## src/rtl/voice_allocator_pkg.sv

```systemverilog
// Shared types and default widths for the voice allocator and the oscillator bank.
package synth_voice_pkg;

    typedef enum logic [1:0] {
        IDLE  = 2'd0,
        SCAN  = 2'd1,
        APPLY = 2'd2
    } state_e;

    localparam int unsigned KEY_W           = 8;
    localparam int unsigned FREQ_W          = 16;
    localparam int unsigned AMP_W           = 31;
    localparam int unsigned AGE_W           = 8;
    localparam int unsigned CLOCK_FREQUENCY = 50_000_000;

endpackage

```

## src/rtl/voice_allocator_if.sv

```systemverilog
// Note event valid/ready channel: the sequencer is master, the allocator is slave.
interface voice_allocator_if #(
    parameter int unsigned KEY_W  = synth_voice_pkg::KEY_W,
    parameter int unsigned FREQ_W = synth_voice_pkg::FREQ_W,
    parameter int unsigned AMP_W  = synth_voice_pkg::AMP_W
);
    logic              ev_valid;
    logic              ev_ready;
    logic              ev_note_on;
    logic [KEY_W-1:0]  ev_key;
    logic [FREQ_W-1:0] ev_freq;
    logic [AMP_W-1:0]  ev_amp;

    modport master (output ev_valid, ev_note_on, ev_key, ev_freq, ev_amp, input ev_ready);
    modport slave  (input ev_valid, ev_note_on, ev_key, ev_freq, ev_amp, output ev_ready);
endinterface

```

## src/rtl/voice_allocator_slot.sv

```systemverilog
// One oscillator slot: key/freq/amp/active/age registers driven by load, clear and age strobes.
// The age output exists only when VOICE_ALLOC_STEAL_EN is defined.
module voice_slot #(
    parameter int unsigned KEY_W  = 8,
    parameter int unsigned FREQ_W = 16,
    parameter int unsigned AMP_W  = 31,
    parameter int unsigned AGE_W  = 8
) (
    input  logic              clk,
    input  logic              reset,
    input  logic              load_i,
    input  logic              clr_i,
    input  logic              age_inc_i,
    input  logic [KEY_W-1:0]  key_i,
    input  logic [FREQ_W-1:0] freq_i,
    input  logic [AMP_W-1:0]  amp_i,
    output logic [KEY_W-1:0]  key_o,
    output logic [FREQ_W-1:0] freq_o,
    output logic [AMP_W-1:0]  amp_o,
    output logic              active_o
`ifdef VOICE_ALLOC_STEAL_EN
   ,output logic [AGE_W-1:0]  age_o
`endif
);
    logic [KEY_W-1:0]  key_q;
    logic [FREQ_W-1:0] freq_q;
    logic [AMP_W-1:0]  amp_q;
    logic              active_q;
    logic [AGE_W-1:0]  age_q;

    always_ff @(posedge clk or posedge reset) begin
        if (reset) begin
            key_q    <= '0;
            freq_q   <= '0;
            amp_q    <= '0;
            active_q <= 1'b0;
            age_q    <= '0;
        end else if (load_i) begin
            key_q    <= key_i;
            freq_q   <= freq_i;
            amp_q    <= amp_i;
            active_q <= 1'b1;
            age_q    <= '0;
        end else if (clr_i) begin
            key_q    <= '0;
            freq_q   <= '0;
            amp_q    <= '0;
            active_q <= 1'b0;
            age_q    <= '0;
        end else if (age_inc_i && (age_q != '1)) begin
            age_q <= age_q + 1'b1;
        end
    end

    assign key_o    = key_q;
    assign freq_o   = freq_q;
    assign amp_o    = amp_q;
    assign active_o = active_q;
`ifdef VOICE_ALLOC_STEAL_EN
    assign age_o    = age_q;
`endif
endmodule

```

## src/rtl/voice_allocator.sv

```systemverilog
// Polyphony allocator: scans slots one per cycle, then retriggers, allocates, steals or drops.
// Define VOICE_ALLOC_STEAL_EN to steal the oldest slot instead of dropping when all are busy.
module voice_allocator #(
    parameter int unsigned NUM_VOICES = 4,
    parameter int unsigned KEY_W      = synth_voice_pkg::KEY_W,
    parameter int unsigned FREQ_W     = synth_voice_pkg::FREQ_W,
    parameter int unsigned AMP_W      = synth_voice_pkg::AMP_W,
    parameter int unsigned AGE_W      = synth_voice_pkg::AGE_W
) (
    input  logic                         clk,
    input  logic                         reset,
    voice_allocator_if.slave             ev,
    output logic [NUM_VOICES*FREQ_W-1:0] voice_freq,
    output logic [NUM_VOICES*AMP_W-1:0]  voice_amp,
    output logic [NUM_VOICES-1:0]        voice_active,
    output logic                         drop
);
    import synth_voice_pkg::*;

    localparam int unsigned IDX_W = (NUM_VOICES > 1) ? $clog2(NUM_VOICES) : 1;
    localparam logic [IDX_W-1:0] LAST_IDX = IDX_W'(NUM_VOICES - 1);

    state_e            state_q, state_d;
    logic [IDX_W-1:0]  idx_q, idx_d;
    logic              on_q, on_d;
    logic [KEY_W-1:0]  key_q, key_d;
    logic [FREQ_W-1:0] freq_q, freq_d;
    logic [AMP_W-1:0]  amp_q, amp_d;
    logic              match_q, match_d;
    logic [IDX_W-1:0]  match_idx_q, match_idx_d;
    logic              free_q, free_d;
    logic [IDX_W-1:0]  free_idx_q, free_idx_d;
    logic              drop_q, drop_d;
    logic              ready;

    logic [NUM_VOICES-1:0] load, clr, inc;
    logic [KEY_W-1:0]      s_key [NUM_VOICES];
`ifdef VOICE_ALLOC_STEAL_EN
    logic [AGE_W-1:0]      s_age [NUM_VOICES];
    logic [IDX_W-1:0]      old_idx_q, old_idx_d;
    logic [AGE_W-1:0]      old_age_q, old_age_d;
`endif

    assign ready       = (state_q == IDLE) && !reset;
    assign ev.ev_ready = ready;
    assign drop        = drop_q;

    always_comb begin
        state_d     = state_q;
        idx_d       = idx_q;
        on_d        = on_q;
        key_d       = key_q;
        freq_d      = freq_q;
        amp_d       = amp_q;
        match_d     = match_q;
        match_idx_d = match_idx_q;
        free_d      = free_q;
        free_idx_d  = free_idx_q;
        drop_d      = 1'b0;
        load        = '0;
        clr         = '0;
        inc         = '0;
`ifdef VOICE_ALLOC_STEAL_EN
        old_idx_d   = old_idx_q;
        old_age_d   = old_age_q;
`endif
        unique case (state_q)
            IDLE: begin
                if (ev.ev_valid && ready) begin
                    // A zero-frequency note-on is folded into a note-off here.
                    on_d    = ev.ev_note_on && (ev.ev_freq != '0);
                    key_d   = ev.ev_key;
                    freq_d  = ev.ev_freq;
                    amp_d   = ev.ev_amp;
                    match_d = 1'b0;
                    free_d  = 1'b0;
                    idx_d   = '0;
                    state_d = SCAN;
                end
            end
            SCAN: begin
                if (voice_active[idx_q] && (s_key[idx_q] == key_q) && !match_q) begin
                    match_d     = 1'b1;
                    match_idx_d = idx_q;
                end
                if (!voice_active[idx_q] && !free_q) begin
                    free_d     = 1'b1;
                    free_idx_d = idx_q;
                end
`ifdef VOICE_ALLOC_STEAL_EN
                // Only consulted when every slot is active, so no active qualifier is needed.
                if ((idx_q == '0) || (s_age[idx_q] > old_age_q)) begin
                    old_idx_d = idx_q;
                    old_age_d = s_age[idx_q];
                end
`endif
                if (idx_q == LAST_IDX) state_d = APPLY;
                else                   idx_d   = idx_q + 1'b1;
            end
            APPLY: begin
                state_d = IDLE;
                if (on_q) begin
                    if (match_q)     load[match_idx_q] = 1'b1;
                    else if (free_q) load[free_idx_q]  = 1'b1;
                    else begin
`ifdef VOICE_ALLOC_STEAL_EN
                        load[old_idx_q] = 1'b1;
`else
                        drop_d = 1'b1;
`endif
                    end
                    if (|load) inc = voice_active & ~load;
                end else if (match_q) begin
                    clr[match_idx_q] = 1'b1;
                end
            end
            default: state_d = IDLE;
        endcase
    end

    always_ff @(posedge clk or posedge reset) begin
        if (reset) begin
            state_q     <= IDLE;
            idx_q       <= '0;
            on_q        <= 1'b0;
            key_q       <= '0;
            freq_q      <= '0;
            amp_q       <= '0;
            match_q     <= 1'b0;
            match_idx_q <= '0;
            free_q      <= 1'b0;
            free_idx_q  <= '0;
            drop_q      <= 1'b0;
`ifdef VOICE_ALLOC_STEAL_EN
            old_idx_q   <= '0;
            old_age_q   <= '0;
`endif
        end else begin
            state_q     <= state_d;
            idx_q       <= idx_d;
            on_q        <= on_d;
            key_q       <= key_d;
            freq_q      <= freq_d;
            amp_q       <= amp_d;
            match_q     <= match_d;
            match_idx_q <= match_idx_d;
            free_q      <= free_d;
            free_idx_q  <= free_idx_d;
            drop_q      <= drop_d;
`ifdef VOICE_ALLOC_STEAL_EN
            old_idx_q   <= old_idx_d;
            old_age_q   <= old_age_d;
`endif
        end
    end

    for (genvar i = 0; i < NUM_VOICES; i++) begin : g_slot
        voice_slot #(
            .KEY_W (KEY_W),
            .FREQ_W(FREQ_W),
            .AMP_W (AMP_W),
            .AGE_W (AGE_W)
        ) u_slot (
            .clk      (clk),
            .reset    (reset),
            .load_i   (load[i]),
            .clr_i    (clr[i]),
            .age_inc_i(inc[i]),
            .key_i    (key_q),
            .freq_i   (freq_q),
            .amp_i    (amp_q),
            .key_o    (s_key[i]),
            .freq_o   (voice_freq[i*FREQ_W +: FREQ_W]),
            .amp_o    (voice_amp[i*AMP_W +: AMP_W]),
            .active_o (voice_active[i])
`ifdef VOICE_ALLOC_STEAL_EN
           ,.age_o    (s_age[i])
`endif
        );
    end
endmodule

```

## src/flat_wrapper.sv

```systemverilog
// flat-port wrapper written by rule: the top's interface ports become plain ports
module voice_allocator_flat import synth_voice_pkg::*;
#(
    parameter int unsigned NUM_VOICES = 4,
    parameter int unsigned KEY_W      = synth_voice_pkg::KEY_W,
    parameter int unsigned FREQ_W     = synth_voice_pkg::FREQ_W,
    parameter int unsigned AMP_W      = synth_voice_pkg::AMP_W,
    parameter int unsigned AGE_W      = synth_voice_pkg::AGE_W
)
  (clk, reset, voice_freq, voice_amp, voice_active, drop, ev_ev_valid, ev_ev_note_on, ev_ev_key, ev_ev_freq, ev_ev_amp, ev_ev_ready);
  voice_allocator_if #(.KEY_W(KEY_W), .FREQ_W(FREQ_W), .AMP_W(AMP_W)) ev_i ();
  input  logic clk;
  input  logic reset;
  output logic [NUM_VOICES*FREQ_W-1:0] voice_freq;
  output logic [NUM_VOICES*AMP_W-1:0] voice_amp;
  output logic [NUM_VOICES-1:0] voice_active;
  output logic drop;
  input wire logic [$bits(ev_i.ev_valid)-1:0] ev_ev_valid;
  input wire logic [$bits(ev_i.ev_note_on)-1:0] ev_ev_note_on;
  input wire logic [$bits(ev_i.ev_key)-1:0] ev_ev_key;
  input wire logic [$bits(ev_i.ev_freq)-1:0] ev_ev_freq;
  input wire logic [$bits(ev_i.ev_amp)-1:0] ev_ev_amp;
  output wire logic [$bits(ev_i.ev_ready)-1:0] ev_ev_ready;
  assign ev_i.ev_valid = ev_ev_valid;
  assign ev_i.ev_note_on = ev_ev_note_on;
  assign ev_i.ev_key = ev_ev_key;
  assign ev_i.ev_freq = ev_ev_freq;
  assign ev_i.ev_amp = ev_ev_amp;
  assign ev_ev_ready = ev_i.ev_ready;
  voice_allocator #(.NUM_VOICES(NUM_VOICES), .KEY_W(KEY_W), .FREQ_W(FREQ_W), .AMP_W(AMP_W), .AGE_W(AGE_W)) u_core (.clk(clk), .reset(reset), .ev(ev_i), .voice_freq(voice_freq), .voice_amp(voice_amp), .voice_active(voice_active), .drop(drop));
endmodule
```

## config.mk

```make
export PLATFORM = sky130hd
export DESIGN_NAME = voice_allocator_flat
export DESIGN_NICKNAME = d
export VERILOG_FILES = /design/src/rtl/voice_allocator_pkg.sv /design/src/rtl/voice_allocator_if.sv /design/src/rtl/voice_allocator_slot.sv /design/src/rtl/voice_allocator.sv /design/src/flat_wrapper.sv
export SDC_FILE = /design/constraint.sdc
export NUM_CORES = 1
export LEC_CHECK = 0
export BUFFER_PORTS_ARGS = -buffer_cell sky130_fd_sc_hd__buf_2
export CAP_MARGIN = 10
export CORE_MARGIN = 2
export CORE_UTILIZATION = 35
export DETAILED_ROUTE_END_ITERATION = 6
export SYNTH_ARGS = -nofsm -noshare
export SYNTH_HDL_FRONTEND = slang
export SYNTH_HIERARCHICAL = 1
export SYNTH_SLANG_ARGS = --single-unit
```

## constraint.sdc

```tcl
create_clock -name clk -period 2.4 [get_ports clk]
set_input_delay 0.48 -clock clk [delete_from_list [all_inputs] [get_ports clk]]
set_output_delay 0.48 -clock clk [all_outputs]
set_load 0.01 [all_outputs]
```

# [Word-level counts from Yosys, hierarchy flattened]
# Cells that the tools add are included.
[totals] ff_bits=291 inputBits=59 output_inout_bits=194 wordCells=133
[classes] n_addsub=1 n_lt_le_gt_ge=6 eq_ne=9 n_mux=63 n_bitwise=1 reduce_logical=26
[ops] operator="$mux 31" count=8
[ops] operator="$mux 16" count=8
[ops] operator="$mux 8" count=10
[ops] operator="$mux 4" count=7
[ops] operator="$mux 1" count=18
[ops] operator="$bmux 8 s2" count=1
[ops] operator="$reduce_bool 16->1" count=1
[ops] operator="$reduce_bool 2->1" count=5
[ops] operator="$lt 2x3->1 const B" count=3
[ops] operator="$reduce_and 3->1" count=3
[ops] operator="$eq 8x8->1" count=1
[ops] operator="$logic_and 1x1->1" count=8
[ops] operator="$mux 2" count=4
[ops] operator="$pmux 2 s2" count=2
[ops] operator="$reduce_and 2->1" count=4
[ops] operator="$ne 2x1->1 const B" count=3
[ops] operator="$demux 1 s2" count=2
[ops] operator="$eq 2x2->1 const B" count=2
[ops] operator="$ge 2x1->1 const B" count=2
[ops] operator="$logic_not 1->1" count=4
[ops] operator="$ne 2x2->1 const B" count=2
[ops] operator="$pmux 1 s2" count=2
[ops] operator="$ge 3x3->1 const B" count=1
[ops] operator="$not 2->3" count=1
[ops] operator="4 further kinds" count=4

# [Depth between registers and ports, before layout]
# Gate-level depths: netlist of run 1.
[logic_depth] depth_word=9 ltp_mapped=9 mapped_depth_nobuf=6

# [Cells and area by module]
# The synthesis of run 1 kept the hierarchy.
[modules_own_cells] mod="voice_slot" instances=4 cells_per_inst=187 area_each_um2=2192.1 seq_area_each_um2=1401.3
[modules_own_cells] mod="voice_allocator" instances=1 cells_per_inst=339 area_each_um2=3089.2 seq_area_each_um2=1676.6

# [Least setup slack after synthesis of run 1]
# Ideal clock, no wire load.
[synth_path] path_kind="register to register" from="reg u_core.idx_q[0]" to="reg u_core.match_idx_q[0]" setup_ns=0.125 t_arrival_ns=1.821 required_time_ns=2.275 setup_slack_ns=0.455 path_stages_with_launch=7 n_path_buf=1 period_less_slack_ns=1.945 path_cell_list="dfrtp_1 buf_6 mux4_2 xor2_1 nor4_4 o211ai_2 mux2_2"
[synth_via] elab_chain_cells=8 elab_cells_between_ends=10 cone_classes="eq/ne: 1; mux: 5; bitwise: 1; reduce/logical: 3"
[synth_lines] element="from (decl)" line="voice_allocator.sv:24" source="logic [IDX_W-1:0] idx_q, idx_d;"
[synth_lines] element="from (signal assigned)" line="voice_allocator.sv:140" source="idx_q <= idx_d;"
[synth_lines] element="$not 2->3 (not written as such)" line="voice_allocator.sv:82" source="if (voice_active[idx_q] && (s_key[idx_q] == key_q) && !match_q) begin"
[synth_lines] element="$bmux 8 s2" line="voice_allocator.sv:82"
[synth_lines] element="$mux 8 (not written as such) (2 in series)" line="voice_allocator.sv:82"
[synth_lines] element="$eq 8x8->1" line="voice_allocator.sv:82"
[synth_lines] element="$logic_and 1x1->1 (2 in series)" line="voice_allocator.sv:82"
[synth_lines] element="$reduce_and 2->1 (no line)"
[synth_lines] element="to (signal assigned)" line="voice_allocator.sv:146" source="match_idx_q <= match_idx_d;"
[synth_lines] element="to (decl)" line="voice_allocator.sv:30" source="logic [IDX_W-1:0] match_idx_q, match_idx_d;"
# Several ways; a longest one is shown, not always the timed one. The select of a mux whose other input is x is not followed.
# A chain may end at the register's enable or synchronous reset.

# [Worst setup path in the final report of run 1]
[layout_path] from="in reset" to="out ev_ev_ready"
[layout_via] elab_chain_cells=2
[layout_lines] element="from (decl)" line="flat_wrapper.sv:13" source="input logic reset;"
[layout_lines] element="$logic_not 1->1" line="voice_allocator.sv:44" source="assign ready = (state_q == IDLE) && !reset;"
[layout_lines] element="$logic_and 1x1->1" line="voice_allocator.sv:44"
[layout_lines] element="to (decl)" line="flat_wrapper.sv:23" source="output wire logic [$bits(ev_i.ev_ready)-1:0] ev_ev_ready;"
# Every way passes these cells.

==> impl_results.rst, run 1 <==
.. list-table::
   :header-rows: 1

   * - Metric
     - Value
   * - Routed wirelength normalized by instance count
     - 19.5 µm
   * - Clk_skew
     - 15.1 ps
   * - Layout overhead on the synthesized area
     - 25.1%
   * - RSZ-0062 raised after global routing
     - false
   * - Minimum setup slack in the final design
     - 114 ps
   * - CTS H-tree depth
     - 2
   * - Final routed wirelength across all metal layers
     - approximately 35000 µm
   * - Largest vdd supply drop
     - about 440 µV
   * - Seq pwr share
     - 46.5%
   * - Overall via count from detail_route
     - 8879
   * - Clk buf depth
     - 3
   * - Tightest slew margin relative to the limit
     - 44.3%
   * - Number of cells produced by synthesis
     - 1081
   * - Overall die height
     - 188 µm
   * - Worst-Margin Slew
     - approximately 830 ps
   * - Final core utilization
     - between 40% and 50%
   * - Peak fanout along the critical path
     - 6
   * - Post-CTS Setup Repair Bufs
     - 0
   * - Ratio of cells with drive above 1 in the final layout
     - 26.8%
   * - Design Power
     - 16.5 mW
   * - Max_cap viols
     - 0
   * - Most common library cell in the layout ignoring fill and taps
     - sky130_fd_sc_hd__dfrtp_1
   * - Fraction of power consumed by the clock network
     - about a third
   * - Peak Freq
     - 438 MHz
   * - Type of the worst min-delay path
     - primary input to flop
   * - Initial cell density of the core
     - 35.4%
   * - Global-route usage over all layers
     - 19.9%
   * - DRC violation count after routing
     - 0
   * - Hold Vio Cnt, Final
     - 0
   * - Sum Neg Setup Slack
     - 0 ps
   * - Total half-perimeter wirelength after legalization and detailed placement
     - 22200 µm
   * - Detailed-route vias per instance
     - 4.94
   * - Cell Area, Placed
     - 0.0136 mm²
   * - Top library cells by usage in the layout, fill and taps aside
     - sky130_fd_sc_hd__dfrtp_1, sky130_fd_sc_hd__nand2_1, sky130_fd_sc_hd__buf_2
   * - Number of antenna violations at the first check in global routing
     - 1
   * - Type of element capturing the critical path
     - output pin
   * - Wire length of the first global-routing pass
     - 55100 µm
   * - Switching part of the total power
     - 31.7%
   * - Cells traversed along the worst timing path
     - dlygate4sd3_1 > buf_2 > nor3_1 > buf_4 > buf_2
   * - Cell leakage power
     - 7.63 nW
   * - Later-pin clock latency in the skew report
     - 510 ps
   * - Drt initial violations
     - 562
   * - Library cell appearing most often on the critical path
     - sky130_fd_sc_hd__buf_2
   * - Yosys Warn Count
     - 6
   * - Number of cell instances on the worst register-to-register path
     - 6
   * - Minimum clock period
     - 2290 ps
   * - Switching power
     - 5.24 mW
   * - Final Slew Violations
     - 0
   * - Result of the run
     - complete, no violations
   * - Die extent in x
     - 188 µm
   * - Clock Sinks
     - 291
   * - Combined area of all synthesized cells
     - 0.0118 mm²
   * - Critical Path RT
     - 1920 ps
   * - # port buffers
     - roughly 250
   * - Pint
     - approximately 11 mW
   * - Number of nets with antenna violations after routing
     - 0
   * - GP Congestion
     - 0.799
   * - Post-Route Hold Slack
     - 160 ps
   * - Pre-CTS setup slack
     - 207 ps
   * - Number of I/O pins
     - 253
   * - Finished Cell Area
     - approximately 0.015 mm²
   * - Aggregate global routing overflow
     - 0
   * - Worst hold path cell count
     - 3
   * - Pin count of the biggest net entering global routing
     - 86
   * - CTS tree
     - yes
   * - Areal power density over the cells
     - 1120 mW/mm²
   * - Via count of the first global-routing pass
     - 9149
   * - Data arrival time of the critical path
     - 1810 ps
   * - Synthesized netlist net count
     - 1141
   * - Die outline area
     - about 0.035 mm²
   * - Number of standard cells in the layout, taps in and fillers out
     - 1797
   * - Critical Path Slowest Stage Cell
     - sky130_fd_sc_hd__dlygate4sd3_1
   * - Standard cell core area
     - between 0.03 and 0.04 mm²
   * - CP peak stage delay
     - 550 ps
   * - Combinational group share of total power
     - 20.5%
   * - CTS root buf
     - sky130_fd_sc_hd__clkbuf_16
   * - Clock transition at the registers of the reported paths
     - 60 ps
   * - Placement Rows
     - 67
   * - Net count reported at finish
     - 1385
   * - Cts bufs inserted
     - 34
   * - Setup violations, final
     - 0
   * - Element type at the critical path start
     - primary input
   * - Syn avg cell area
     - between 10 and 15 µm²
   * - Router iterations before antenna repair
     - 5
   * - Period Utilization, post-route
     - between 90% and 100%
   * - Crit path kind
     - primary input to output pin
   * - Placed Cells incl. Taps
     - 1736
[worst max-delay path, delay by kind of cell]
kind,cells,cell delay (ps)
buffers and inverters,4,1070
and+or+nand+nor,1,260
[registers in the layout (all words and copies together) (netlist names)]
name / flops
u_core/match_q: 1
u_core/free_idx_q: 2
u_core/g_slot.u_slot/active_o: 4
u_core/on_q: 1
u_core/free_q: 1
u_core/amp_q: 31
u_core/freq_q: 16
u_core/g_slot.u_slot/amp_o: 124
u_core/g_slot.u_slot/key_o: 32
u_core/match_idx_q: 2
u_core/state_q: 2
u_core/drop: 1
u_core/g_slot.u_slot/freq_o: 64
u_core/idx_q: 2
u_core/key_q: 8
[timing repair]
| item | 4_1_cts | 5_1_grt |
|---|---|---|
| endpoints found under the hold margin | 10 | 0 |
| hold buffers | 1 | 0 |
| endpoints found under the setup margin | 0 | 0 |
| resized for setup | 0 | 0 |
[final cells by class]
type | count | area (µm²)
Fill cell | 3229 | 18600
Sequential cell | 291 | 7280
Multi-Input combinational cell | 704 | 4070
Timing Repair Buffer | 281 | 1630
Clock buffer | 51 | 1050
Tap cell | 448 | 561
Clock inverter | 8 | 140
Inverter | 13 | 53.8
Antenna cell | 1 | 2.50
[worst paths after layout]
| path | startpoint | end | slack (ps) |
|---|---|---|---|
| min in group asynchronous | reset | u_core/g_slot[0].u_slot/amp_o[3]$_DFFE_PP0P_ | 560 |
| worst max-delay path | reset | ev_ev_ready | 110 |
| worst min-delay path | ev_ev_key[5] | u_core/key_q[5]$_DFFE_PP0P_ | 160 |
| max in group asynchronous | reset | u_core/amp_q[26]$_DFFE_PP0P_ | 1010 |
| worst max register to register | u_core/idx_q[0]$_DFFE_PP0P_ | u_core/match_idx_q[1]$_DFFE_PP0P_ | 200 |
| worst min register to register | u_core/g_slot[0].u_slot/amp_o[11]$_DFFE_PP0P_ | u_core/g_slot[0].u_slot/amp_o[11]$_DFFE_PP0P_ | 490 |
[per-layer routing]
metal | up-vias | wire length (µm) | track usage (%)
met5 | - | 0 | 0
met4 | 0 | 648 | 4.97
met3 | 44 | 1790 | 3.44
met2 | 263 | 16900 | 33.2
met1 | 4452 | 15700 | 27.2
li1 | 4120 | - | -
[power by group through the flow]
stage          sequential [mW]  clock (mW)  combinational [mW]
2_1_floorplan             7.61           0                1.80
5_1_grt                   7.87        5.77                3.77
3_5_place_dp              7.72           0                3.43
6_report                  7.67        5.44                3.39
3_3_place_gp              7.72           0                3.32
4_1_cts                   7.67        5.57                3.44
No activity file was read; power rests on OpenSTA's default activity.
==> run 2, diff against run 1 <==
--- a/config.mk
+++ b/config.mk
@@ -7,9 +7,12 @@
 export LEC_CHECK = 0
 export BUFFER_PORTS_ARGS = -buffer_cell sky130_fd_sc_hd__buf_2
 export CAP_MARGIN = 10
+export CELL_PAD_IN_SITES_DETAIL_PLACEMENT = 1
+export CELL_PAD_IN_SITES_GLOBAL_PLACEMENT = 2
 export CORE_MARGIN = 2
 export CORE_UTILIZATION = 35
 export DETAILED_ROUTE_END_ITERATION = 6
+export PLACE_DENSITY = 0.79
 export SYNTH_ARGS = -nofsm -noshare
 export SYNTH_HDL_FRONTEND = slang
 export SYNTH_HIERARCHICAL = 1
==> run 2 against run 1 <==
Register-to-register slack gained 20 ps. First-iteration DRC count grew 0.18%. Utilization shrank 0.20 points. Clock skew down 6.1 ps. Critical path depth down 1. Sequential share of layout area up 0.23 points. Final cell count is essentially flat. Sequential cell count is the same.
==> impl_results.rst, run 2 (synthesized netlist as in run 1, its figures left out) <==
.. list-table::
   :header-rows: 1

   * - Metric
     - Value
   * - Standard cell core area
     - 0.0334 mm² (unchanged)
   * - Final routed wirelength across all metal layers
     - 38500 µm (+9.9%)
   * - Wire length of the first global-routing pass
     - 59700 µm (+8.4%)
   * - Critical Path RT
     - 1920 ps (about the same)
   * - Cells traversed along the worst timing path
     - dlygate4sd3_1 > buf_2 > nor3_1 > buf_2
   * - # port buffers
     - 252 (unchanged)
   * - Critical hold path startpoint
     - ev_ev_key[0]
   * - Levels on crit path
     - 4 (-1)
   * - Initial cell density of the core
     - 35.4% (unchanged)
   * - Global-route usage over all layers
     - 21.8% (+1.9 points)
   * - Final Slew Violations
     - 0 (unchanged)
   * - Max_cap viols
     - 0 (unchanged)
   * - Reg-to-Reg Start
     - u_core/idx_q[0]$_DFFE_PP0P_
   * - Peak Freq
     - 441 MHz (+0.76%)
   * - Element type at the critical path start
     - primary input
   * - Setup violations, final
     - 0 (unchanged)
   * - Pin count of the biggest net entering global routing
     - 86 (unchanged)
   * - Flip-flop count of the largest register, all copies and words added
     - 124 (unchanged)
   * - Critical Path Slowest Stage Cell
     - sky130_fd_sc_hd__dlygate4sd3_1
   * - Layout overhead on the synthesized area
     - 24.5%
   * - Library cell appearing most often on the critical path
     - sky130_fd_sc_hd__buf_2
   * - Pint
     - 10.9 mW (-2.8%)
   * - Cts bufs inserted
     - 31 (-8.8%)
   * - Pre-CTS setup slack
     - 241 ps (+33.7 ps)
   * - Type of element capturing the critical path
     - output pin
   * - Switching power
     - 5.43 mW (+3.7%)
   * - Total half-perimeter wirelength after legalization and detailed placement
     - 25500 µm (+15%)
   * - CTS H-tree depth
     - 1 (-1)
   * - Die extent in x
     - 188 µm (unchanged)
   * - Ratio of cells with drive above 1 in the final layout
     - 27.1% (+0.35 points)
   * - Die outline area
     - 0.0353 mm² (unchanged)
   * - Seq pwr share
     - 47.4% (+0.9 points)
   * - Fraction of power consumed by the clock network
     - 31.4% (-1.6 points)
   * - Combinational group share of total power
     - 21.2% (+0.7 points)
   * - Worst-Margin Slew
     - 887 ps (+54.0 ps)
   * - Placement Rows
     - 67 (unchanged)
   * - CTS root buf
     - sky130_fd_sc_hd__clkbuf_16
   * - Number of antenna violations at the first check in global routing
     - 1 (unchanged)
   * - Tightest slew margin relative to the limit
     - 40.7% (-3.6 points)
   * - Setup crit start
     - reset
   * - Areal power density over the cells
     - 1110 mW/mm² (-0.27%)
   * - Total of cells resized after clock tree synthesis
     - 0 (unchanged)
   * - Drt initial violations
     - 563 (+0.18%)
   * - Number of standard cells in the layout, taps in and fillers out
     - 1798 (+0.056%)
   * - Aggregate global routing overflow
     - 0 (unchanged)
   * - DRC violation count after routing
     - 0 (unchanged)
   * - Top library cells by usage in the layout, fill and taps aside
     - sky130_fd_sc_hd__dfrtp_1, sky130_fd_sc_hd__nand2_1, sky130_fd_sc_hd__buf_2
   * - Clock transition at the registers of the reported paths
     - 60 ps (about the same)
   * - Design Power
     - 16.4 mW (-0.73%)
   * - Type of the worst min-delay path
     - primary input to flop
   * - Detailed-route vias per instance
     - 5.05 (+2.3%)
   * - Number of I/O pins
     - 253 (unchanged)
   * - GP Congestion
     - 0.789 (-1.3%)
   * - Worst hold path cell count
     - 3 (unchanged)
   * - Sum Neg Setup Slack
     - 0 ps (unchanged)
   * - Overall via count from detail_route
     - 9086 (+2.3%)
   * - RSZ-0062 raised after global routing
     - false
   * - Crit path kind
     - primary input to output pin
   * - Minimum clock period
     - 2270 ps (-17.2 ps)
   * - Hold Vio Cnt, Final
     - 0 (unchanged)
   * - Filler Cells Inserted
     - 3749 (+16%)
   * - Number of nets with antenna violations after routing
     - 0 (unchanged)
   * - Peak fanout along the critical path
     - 6 (unchanged)
   * - Largest vdd supply drop
     - 551 µV (+24%)
   * - Cell leakage power
     - 7.60 nW (-0.35%)
   * - Net count reported at finish
     - 1385 (unchanged)
   * - Most common library cell in the layout ignoring fill and taps
     - sky130_fd_sc_hd__dfrtp_1
   * - Router iterations before antenna repair
     - 7 (+2)
   * - CP peak stage delay
     - 530 ps (-20 ps)
   * - Clock Sinks
     - 291 (unchanged)
   * - Number of buffer and inverter instances along the worst setup path
     - 3 (-1)
   * - Post-Route Hold Slack
     - 110 ps (-50.1 ps)
   * - Overall die height
     - 188 µm (unchanged)
   * - Minimum setup slack in the final design
     - 132 ps (+17.2 ps)
   * - CTS tree
     - yes
   * - Switching part of the total power
     - 33.2% (+1.4 points)
   * - Clk_skew
     - 9.06 ps (-6.06 ps)
   * - Result of the run
     - complete, no violations
   * - Largest delay contributor family on the critical path
     - buffers and inverters
   * - Data arrival time of the critical path
     - 1790 ps (-20 ps)
   * - Via count of the first global-routing pass
     - 9689 (+5.9%)
   * - Placed Cells incl. Taps
     - 1739 (+0.17%)
   * - Later-pin clock latency in the skew report
     - 560 ps (+50 ps)
   * - Number of cell instances on the worst register-to-register path
     - 5 (-1)
   * - Period Utilization, post-route
     - 94.5% (-0.72 points)
   * - Routed wirelength normalized by instance count
     - 21.4 µm (+9.8%)
   * - Clk buf depth
     - 3 (unchanged)
run 2: cell count changes in the layout (fill, tap and decap cells not counted), sizes merged:
cell and change:
clkbuf -9, buf +3, inv +3, clkinvlp +2, bufinv +1, clkinv +1
run 2: cell type report:
type	count	area, µm²	share of cell area, %
timing repair buffer	284	1650	11.2
antenna	1	2.50	0.0170
sequential	291	7280	49.5
clock inverter	15	205	1.39
clock buffer	42	897	6.09
inverter	13	50.0	0.340
multi-input combinational	704	4070	27.6
tap	448	561	3.81
run 2: path summary, 6_finish.rpt:
| check | endpoint | slack, ps |
|---|---|---|
| min in group asynchronous | u_core/g_slot[0].u_slot/freq_o[14]$_DFFE_PP0P_ | 470 |
| worst min register to register | u_core/g_slot[0].u_slot/amp_o[18]$_DFFE_PP0P_ | 490 |
| worst max-delay path | ev_ev_ready | 130 |
| max in group asynchronous | u_core/g_slot[2].u_slot/amp_o[13]$_DFFE_PP0P_ | 1130 |
| worst max register to register | u_core/match_idx_q[0]$_DFFE_PP0P_ | 220 |
| worst min-delay path | u_core/key_q[0]$_DFFE_PP0P_ | 110 |
run 2: worst min-delay path, cell delays in order:
cell	delay [ps]
sky130_fd_sc_hd__buf_2	80
sky130_fd_sc_hd__nand2_1	40
sky130_fd_sc_hd__nand2_1	40
run 2: routing by layer:
layer | share of wire (%) | up-vias | global-route usage, %
met2 | 46 | 258 | 35.7
met1 | 46 | 4641 | 30.0
li1 | - | 4127 | -
met4 | 2.5 | 0 | 5.63
met5 | 0 | - | 0
met3 | 5.7 | 60 | 4.12
run 2: power by group through the flow:
stage,combinational (mW),clock (mW),sequential (mW)
5_1_grt,3.86,5.46,7.98
3_5_place_dp,3.50,0,7.83
3_3_place_gp,3.36,0,7.83
6_report,3.46,5.15,7.76
2_1_floorplan,1.80,0,7.61
4_1_cts,3.53,5.27,7.78
run 2: stage by stage:
| step | instance area [µm²] | util (%) |
|---|---|---|
| finish | 14700 | 44.1 |
| global route | 14700 | 44.1 |
| CTS | 14700 | 44.1 |
| detailed placement | 13600 | 40.8 |
| global placement | 13600 | 40.8 |
| floorplan | 11800 | - |
run 2: timing repair:
action | CTS | global route
hold endpoints to repair | 16 | 0
buffers inserted | 0 | 0
endpoints found under the setup margin | 0 | 0
hold buffers | 1 | 0
